[config.mk]
export PLATFORM = sky130hd
export DESIGN_NAME = gpu_mcnt_ctrl_flat
export DESIGN_NICKNAME = d
export VERILOG_FILES = /design/src/rtl/gpu_mcnt_ctrl_pkg.sv /design/src/rtl/gpu_mcnt_ctrl_if.sv /design/src/rtl/gpu_mcnt_ctrl_sw_cmd_edge.sv /design/src/rtl/gpu_mcnt_ctrl.sv /design/src/flat_wrapper.sv
export SDC_FILE = /design/constraint.sdc
export NUM_CORES = 1
export LEC_CHECK = 0
export CAP_MARGIN = 30
export CORE_MARGIN = 1.5
export CORE_UTILIZATION = 40
export CTS_CLUSTER_DIAMETER = 40
export DETAILED_ROUTE_END_ITERATION = 10
export PLACE_DENSITY = 0.81
export SETUP_SLACK_MARGIN = 0.1
export SKIP_CTS_REPAIR_TIMING = 1
export SYNTH_ARGS = -nofsm -noshare
export SYNTH_HDL_FRONTEND = slang
export SYNTH_SLANG_ARGS = --single-unit
export TNS_END_PERCENT = 30
[constraint.sdc]
create_clock -name user_clk -period 4 [get_ports user_clk]
set_input_delay 0.6 -clock user_clk [delete_from_list [all_inputs] [get_ports user_clk]]
set_output_delay 0.6 -clock user_clk [all_outputs]
set_load 0.05 [all_outputs]
[src/rtl/gpu_mcnt_ctrl_pkg.sv]
// Shared definitions for the GPU master-counter controller: state codes,
// software command bit positions and status word layout.
package gpu_mcnt_pkg;

    typedef enum logic [1:0] {
        MS_IDLE     = 2'd0,
        MS_ARMED    = 2'd1,
        MS_RUN      = 2'd2,
        MS_STOPPING = 2'd3
    } mcnt_state_e;

    localparam logic [1:0] ST_IDLE     = 2'd0;
    localparam logic [1:0] ST_ARMED    = 2'd1;
    localparam logic [1:0] ST_RUN      = 2'd2;
    localparam logic [1:0] ST_STOPPING = 2'd3;

    localparam int CMD_W    = 4;
    localparam int CMD_ARM  = 0;
    localparam int CMD_STOP = 1;
    localparam int CMD_SNAP = 2;
    localparam int CMD_CLR  = 3;

    localparam int STAT_STATE_LSB  = 0;
    localparam int STAT_STATE_W    = 2;
    localparam int STAT_WRAP_BIT   = 2;
    localparam int STAT_TXEN_BIT   = 3;
    localparam int STAT_CLRERR_BIT = 4;
    localparam int STAT_SEQ_LSB    = 8;
    localparam int STAT_SEQ_W      = 8;

    function automatic logic [31:0] pack_status(input logic [1:0] st,
                                                input logic       wrap,
                                                input logic       tx,
                                                input logic       clr_err,
                                                input logic [7:0] seq);
        logic [31:0] w;
        w = '0;
        w[STAT_STATE_LSB +: STAT_STATE_W] = st;
        w[STAT_WRAP_BIT]                  = wrap;
        w[STAT_TXEN_BIT]                  = tx;
        w[STAT_CLRERR_BIT]                = clr_err;
        w[STAT_SEQ_LSB +: STAT_SEQ_W]     = seq;
        return w;
    endfunction

endpackage

[src/rtl/gpu_mcnt_ctrl_if.sv]
// Bus bundle between the F-engine fabric/software registers and the mcnt controller.
// tst_load/tst_mcnt preload the counter for test; tie low in the system.
interface gpu_mcnt_ctrl_if #(parameter int MCNT_W = 48);
    logic [31:0]       ctrl_in;
    logic              sync_in;
    logic              pkt_done;
    logic              tst_load;
    logic [MCNT_W-1:0] tst_mcnt;
    logic              tx_en;
    logic [MCNT_W-1:0] mcnt_o;
    logic [31:0]       mcnt_lsb_out;
    logic [31:0]       mcnt_msb_out;
    logic [31:0]       status_out;

    modport master (
        output ctrl_in, sync_in, pkt_done, tst_load, tst_mcnt,
        input  tx_en, mcnt_o, mcnt_lsb_out, mcnt_msb_out, status_out
    );

    modport slave (
        input  ctrl_in, sync_in, pkt_done, tst_load, tst_mcnt,
        output tx_en, mcnt_o, mcnt_lsb_out, mcnt_msb_out, status_out
    );
endinterface

[src/rtl/gpu_mcnt_ctrl_sw_cmd_edge.sv]
// Two-register capture of a level-written software control field with rise detect.
// A bit only fires after it has been observed low since reset, so a level held across reset stays quiet.
module sw_cmd_edge #(
    parameter int W = 4
) (
    input  logic         clk_i,
    input  logic         rst_ni,
    input  logic [W-1:0] lvl_i,
    output logic [W-1:0] rise_o
);

    logic         loaded_q;
    logic [W-1:0] ctrl_s1_q;
    logic [W-1:0] ctrl_s2_q;
    logic [W-1:0] primed_q;

    // loaded_q marks that ctrl_s1_q holds a genuine sample rather than its reset value
    always_ff @(posedge clk_i or negedge rst_ni) begin
        if (!rst_ni) begin
            loaded_q <= 1'b0;
        end else begin
            loaded_q <= 1'b1;
        end
    end

    generate
        for (genvar gi = 0; gi < W; gi++) begin : g_bit
            always_ff @(posedge clk_i or negedge rst_ni) begin
                if (!rst_ni) begin
                    ctrl_s1_q[gi] <= 1'b0;
                    ctrl_s2_q[gi] <= 1'b0;
                    primed_q[gi]  <= 1'b0;
                end else begin
                    ctrl_s1_q[gi] <= lvl_i[gi];
                    ctrl_s2_q[gi] <= ctrl_s1_q[gi];
                    primed_q[gi]  <= primed_q[gi] | (loaded_q & ~ctrl_s1_q[gi]);
                end
            end

            assign rise_o[gi] = ctrl_s1_q[gi] & ~ctrl_s2_q[gi] & primed_q[gi];
        end
    endgenerate

endmodule

[src/rtl/gpu_mcnt_ctrl.sv]
// GPU-packet master counter sequencer: arm, start on sync, count packets, stop on sync,
// and publish coherent 64-bit snapshots plus a status word for the PPC registers.
module gpu_mcnt_ctrl
    import gpu_mcnt_pkg::*;
#(
    parameter int MCNT_W = 48
) (
    input  logic           user_clk,
    input  logic           user_rst_n,
    gpu_mcnt_ctrl_if.slave bus
);

    logic [CMD_W-1:0]  cmd_rise;
    logic [1:0]        state_q, state_d;
    logic              tx_en_q, tx_en_d;
    logic [MCNT_W-1:0] mcnt_q, mcnt_d;
    logic [31:0]       snap_lsb_q, snap_lsb_d;
    logic [31:0]       snap_msb_q, snap_msb_d;
    logic [7:0]        seq_q, seq_d;
    logic              wrap_q, wrap_d;
    logic              clr_err_q, clr_err_d;
    logic              auto_snap;
    logic              counting;
    logic [63:0]       mcnt_ext;
    logic              unused_ctrl_hi;

    assign unused_ctrl_hi = ^bus.ctrl_in[31:CMD_W];

    sw_cmd_edge #(.W(CMD_W)) u_cmd_edge (
        .clk_i  (user_clk),
        .rst_ni (user_rst_n),
        .lvl_i  (bus.ctrl_in[CMD_W-1:0]),
        .rise_o (cmd_rise)
    );

    assign mcnt_ext = 64'(mcnt_q);
    assign counting = (state_q == ST_RUN) || (state_q == ST_STOPPING);

    always_comb begin
        state_d    = state_q;
        tx_en_d    = tx_en_q;
        mcnt_d     = mcnt_q;
        snap_lsb_d = snap_lsb_q;
        snap_msb_d = snap_msb_q;
        seq_d      = seq_q;
        wrap_d     = wrap_q;
        clr_err_d  = clr_err_q;
        auto_snap  = 1'b0;

        case (state_q)
            ST_IDLE: begin
                // stop beats arm when both rise together
                if (cmd_rise[CMD_ARM] && !cmd_rise[CMD_STOP]) begin
                    state_d = ST_ARMED;
                end
            end
            ST_ARMED: begin
                if (cmd_rise[CMD_STOP]) begin
                    state_d = ST_IDLE;
                end else if (bus.sync_in) begin
                    state_d = ST_RUN;
                    tx_en_d = 1'b1;
                    mcnt_d  = '0;
                end
            end
            ST_RUN: begin
                if (cmd_rise[CMD_STOP]) begin
                    state_d = ST_STOPPING;
                end
            end
            ST_STOPPING: begin
                if (bus.sync_in) begin
                    state_d   = ST_IDLE;
                    tx_en_d   = 1'b0;
                    auto_snap = 1'b1;
                end
            end
            default: state_d = ST_IDLE;
        endcase

        if (counting && bus.pkt_done) begin
            mcnt_d = mcnt_q + MCNT_W'(1);
            if (&mcnt_q) begin
                wrap_d = 1'b1;
            end
        end

        if (bus.tst_load) begin
            mcnt_d = bus.tst_mcnt;
        end

        // snapshot always takes the pre-increment registered count
        if (cmd_rise[CMD_SNAP] || auto_snap) begin
            snap_lsb_d = mcnt_ext[31:0];
            snap_msb_d = mcnt_ext[63:32];
            seq_d      = seq_q + 8'd1;
        end

        if (cmd_rise[CMD_CLR]) begin
            if (state_q == ST_IDLE) begin
                mcnt_d     = '0;
                snap_lsb_d = '0;
                snap_msb_d = '0;
                seq_d      = '0;
                wrap_d     = 1'b0;
                clr_err_d  = 1'b0;
            end else begin
                clr_err_d  = 1'b1;
            end
        end
    end

    always_ff @(posedge user_clk or negedge user_rst_n) begin
        if (!user_rst_n) begin
            state_q    <= ST_IDLE;
            tx_en_q    <= 1'b0;
            mcnt_q     <= '0;
            snap_lsb_q <= '0;
            snap_msb_q <= '0;
            seq_q      <= '0;
            wrap_q     <= 1'b0;
            clr_err_q  <= 1'b0;
        end else begin
            state_q    <= state_d;
            tx_en_q    <= tx_en_d;
            mcnt_q     <= mcnt_d;
            snap_lsb_q <= snap_lsb_d;
            snap_msb_q <= snap_msb_d;
            seq_q      <= seq_d;
            wrap_q     <= wrap_d;
            clr_err_q  <= clr_err_d;
        end
    end

    assign bus.tx_en        = tx_en_q;
    assign bus.mcnt_o       = mcnt_q;
    assign bus.mcnt_lsb_out = snap_lsb_q;
    assign bus.mcnt_msb_out = snap_msb_q;
    assign bus.status_out   = pack_status(state_q, wrap_q, tx_en_q, clr_err_q, seq_q);

endmodule

[src/flat_wrapper.sv]
// flat-port wrapper written by rule: the top's interface ports become plain ports
module gpu_mcnt_ctrl_flat import gpu_mcnt_pkg::*;
#(
    parameter int MCNT_W = 48
)
  (user_clk, user_rst_n, bus_ctrl_in, bus_sync_in, bus_pkt_done, bus_tst_load, bus_tst_mcnt, bus_tx_en, bus_mcnt_o, bus_mcnt_lsb_out, bus_mcnt_msb_out, bus_status_out);
  gpu_mcnt_ctrl_if #(.MCNT_W(MCNT_W)) bus_i ();
  input  logic user_clk;
  input  logic user_rst_n;
  input wire logic [$bits(bus_i.ctrl_in)-1:0] bus_ctrl_in;
  input wire logic [$bits(bus_i.sync_in)-1:0] bus_sync_in;
  input wire logic [$bits(bus_i.pkt_done)-1:0] bus_pkt_done;
  input wire logic [$bits(bus_i.tst_load)-1:0] bus_tst_load;
  input wire logic [$bits(bus_i.tst_mcnt)-1:0] bus_tst_mcnt;
  output wire logic [$bits(bus_i.tx_en)-1:0] bus_tx_en;
  output wire logic [$bits(bus_i.mcnt_o)-1:0] bus_mcnt_o;
  output wire logic [$bits(bus_i.mcnt_lsb_out)-1:0] bus_mcnt_lsb_out;
  output wire logic [$bits(bus_i.mcnt_msb_out)-1:0] bus_mcnt_msb_out;
  output wire logic [$bits(bus_i.status_out)-1:0] bus_status_out;
  assign bus_i.ctrl_in = bus_ctrl_in;
  assign bus_i.sync_in = bus_sync_in;
  assign bus_i.pkt_done = bus_pkt_done;
  assign bus_i.tst_load = bus_tst_load;
  assign bus_i.tst_mcnt = bus_tst_mcnt;
  assign bus_tx_en = bus_i.tx_en;
  assign bus_mcnt_o = bus_i.mcnt_o;
  assign bus_mcnt_lsb_out = bus_i.mcnt_lsb_out;
  assign bus_mcnt_msb_out = bus_i.mcnt_msb_out;
  assign bus_status_out = bus_i.status_out;
  gpu_mcnt_ctrl #(.MCNT_W(MCNT_W)) u_core (.user_clk(user_clk), .user_rst_n(user_rst_n), .bus(bus_i));
endmodule
==> out/qor.txt <==
Skew-Pair Late Insertion Delay - 0.42 ns
CP most frequent cell - nand2_1
Sw Pwr - 2.980 mW
Clk pwr share - 0.252
async set-or-reset flop fraction in the synthesized netlist - 1.000
DRC errors left - 0
# rows - 47
max-cap violations - 0
Die H - 134.0 um
Final Slew Violations - 0
setup TNS - 0 ns
min-delay worst type - primary input to async pin
Post-DP HPWL - 14330 um
fin util - 0.5666
Cell Int Power - 3.715 mW
initial antenna violation count - 0
TritonCTS clock tree - yes
DIE AREA - 0.01795 mm^2
combinational share of power - 0.429
Worst Path Arrival - 3.01 ns
Synth Area in Simple Gates - 0.2697
first-pass GRT wire length - 32870 um
Setup Skew - 0.01157 ns
yosys warns - 0
Sw Ratio - 0.4452
worst slack at placement - 0.9803 ns
PwrDens - 710.0 mW/mm^2
VDD IR max - 0.4581 mV
Netlist cell types - 60
clock slew at reported path FFs - 0.06 ns
Startpoint Class - flop
Fin. Hold Viols - 0
pin count of the biggest net entering global routing - 78
Clock Path Buffers - 2
Critical Path RT - 4.35 ns
most common cell after layout, fill and taps aside - clkdlybuf4s50_1
final instance area - 0.009430 mm^2
Yosys reg bits - 138
worst rel slew slack - 0.4011
port bufs - 182
Layout area overhead - 37.44%
Layout fillers - 1487
cells after synthesis - 730
slew of the pin with the lowest slew margin - 0.8962 ns
Tot GR Track Use - 0.2356
Critical-path top delay cell - nand2_1
Placed Area - 0.008767 mm^2
syn avg cell area - 9.399 um^2
vias per cell - 5.539
# IOs - 230
Final GP Congestion - 0.8769
final wirelength - 20760 um
share of cells above drive strength 1 - 0.08370
nets - 983
RR Endpoint - u_core.bus.mcnt_o[22]
Overflow after GRT - 0
DIE WIDTH - 134.0 um
Post-synth EDFFs - 0
CTS root buffer - clkbuf_16
wire per inst - 18.41 um
multiplexer share of the synthesized area - 0.03082
multi-input logic area - 0.003073 mm^2
Final Worst Setup Slack - 1.336 ns
XOR/XNOR Fraction of Synth Area - 0.01404
sequential power share - 0.319
vias in the first global route - 6046
Setup CP Type - flop to flop
Syn Std Cell Area - 0.006862 mm^2
core box area - 0.01664 mm^2
Crit Path Max Fanout - 25
DR vias - 6248
diode count - 0
post-synthesis sequential area ratio - 0.5033
htree depth - 4
register area - 0.003453 mm^2
CP max stage delay - 0.70 ns
First-pass DRT Iterations - 5
clock sinks - 138
Synth Area in Compound Gates - 0.1149
largest family of logic cells by synthesized area - simple AND/OR/NAND/NOR gates
count of final setup violators - 0
Synth Area in Adders - 0.005470
First DRT Iteration DRCs - 479
Worst Reg-to-Reg Cells - 5
Reg2Reg Setup Slack - 1.34 ns
Leak - 4.034 nW
Final ANT Viol Nets - 0
RSZ-0062 raised after global routing - no
ys flop type - dfrtp_1
most frequent cells in the layout - clkdlybuf4s50_1 (181), nand2_1 (143), dfrtp_1 (138)
fmax - 375.4 MHz
CTS buffer count - 17
post-route minimum period - 2.664 ns
WHS - 0.2262 ns
status - complete, no violations
Starting Density - 0.4123
crit end category - flop
Final Cycle Share - 0.6659
cells along the critical path - nor2_1 -> nand2_1 -> nand2_1 -> or4_1 -> nand3_1
-- flip-flops by register name, summed over array words and instances, names as in the netlist, named ones only --
| signal | cells |
|---|---|
| u_core.clr_err_q | 1 |
| u_core.bus.mcnt_msb_out | 32 |
| u_core.u_cmd_edge.ctrl_s1_q | 4 |
| u_core.bus.mcnt_lsb_out | 32 |
| u_core.u_cmd_edge.ctrl_s2_q | 4 |
| u_core.bus.tx_en | 1 |
| u_core.u_cmd_edge.loaded_q | 1 |
| u_core.bus.mcnt_o | 48 |
| u_core.state_q | 1 |
| u_core.u_cmd_edge.primed_q | 4 |
| u_core.wrap_q | 1 |
| u_core.seq_q | 8 |
-- routing by layer --
metal / wire, um / up-vias / global-route usage
met5: 0 / - / 0
met4: 314 / 0 / 0.07729
met3: 1948 / 26 / 0.07445
met2: 9973 / 280 / 0.3780
met1: 8524 / 3053 / 0.3031
li1: - / 2889 / -
-- cell families after synthesis --
group           count (synthesis)
compound gates                126
xor+xnor                       11
fa+ha+maj                       3
buf+inv                        79
flops                         138
mux                            20
other cells                     2
simple gates                  351
-- cell type report --
cell class,instances,share of cell area
multi-input combinational,531,0.3259
timing repair buffer,197,0.2074
clock inverter,14,0.02083
clock buffer,18,0.04657
sequential,138,0.3662
inverter,10,0.003980
tap,220,0.02919
-- stage by stage --
step / power, mW / instances
5_1_grt: 6.992 / 1128
3_5_place_dp: 5.020 / 1095
4_1_cts: 6.726 / 1127
3_3_place_gp: 4.972 / 1095
6_report: 6.695 / 1128
2_1_floorplan: 3.981 / 748
-- cell usage after synthesis, types with 10 or more instances --
| library cell | number | area, um^2 |
|---|---|---|
| inv_1 | 10 | 37.54 |
| nand4_1 | 38 | 237.7 |
| nand2_1 | 143 | 536.8 |
| nor2_1 | 34 | 127.6 |
| o21ai_0 | 13 | 65.06 |
| dfrtp_1 | 138 | 3453 |
| mux2i_1 | 14 | 140.1 |
| a21oi_1 | 62 | 310.3 |
| clkbuf_1 | 32 | 120.1 |
| and3_1 | 22 | 137.6 |
| nor3_1 | 11 | 55.05 |
| buf_4 | 23 | 172.7 |
| nand3_1 | 45 | 225.2 |
-- how the worst max path moves through the flow --
| stage | slack, ns | endpoint | startpoint | cells past startpoint |
|---|---|---|---|---|
| 3_5_place_dp | 0.98 | u_core.bus.mcnt_o[43] | bus_pkt_done | 7 |
| 2_1_floorplan | 1.69 | u_core.bus.mcnt_o[32] | u_core.bus.mcnt_o[0] | 6 |
| 5_1_grt | 1.19 | u_core.bus.mcnt_o[22] | flop | 5 |
| 6_report | 1.34 | u_core.bus.mcnt_o[22] | flop | 5 |
| 4_1_cts | 1.36 | u_core.bus.mcnt_o[22] | flop | 5 |
| 3_3_place_gp | 1.00 | u_core.bus.mcnt_o[35] | bus_pkt_done | 7 |
-- worst max-delay path, delay by kind of cell (launching register included) --
family / cells / cell delay, ns
AND/OR/NAND/NOR: 5 / 1.95
flip-flops: 1 / 0.66
-- power groups by stage --
stage	sequential, mW	combinational (mW)	clock, mW
2_1_floorplan	3.20	0.776	0
3_5_place_dp	2.15	2.87	0
3_3_place_gp	2.14	2.83	0
4_1_cts	2.14	2.88	1.71
6_report	2.14	2.87	1.69
5_1_grt	2.19	3.02	1.78
Note: power is estimated with default switching activity, not from simulation.
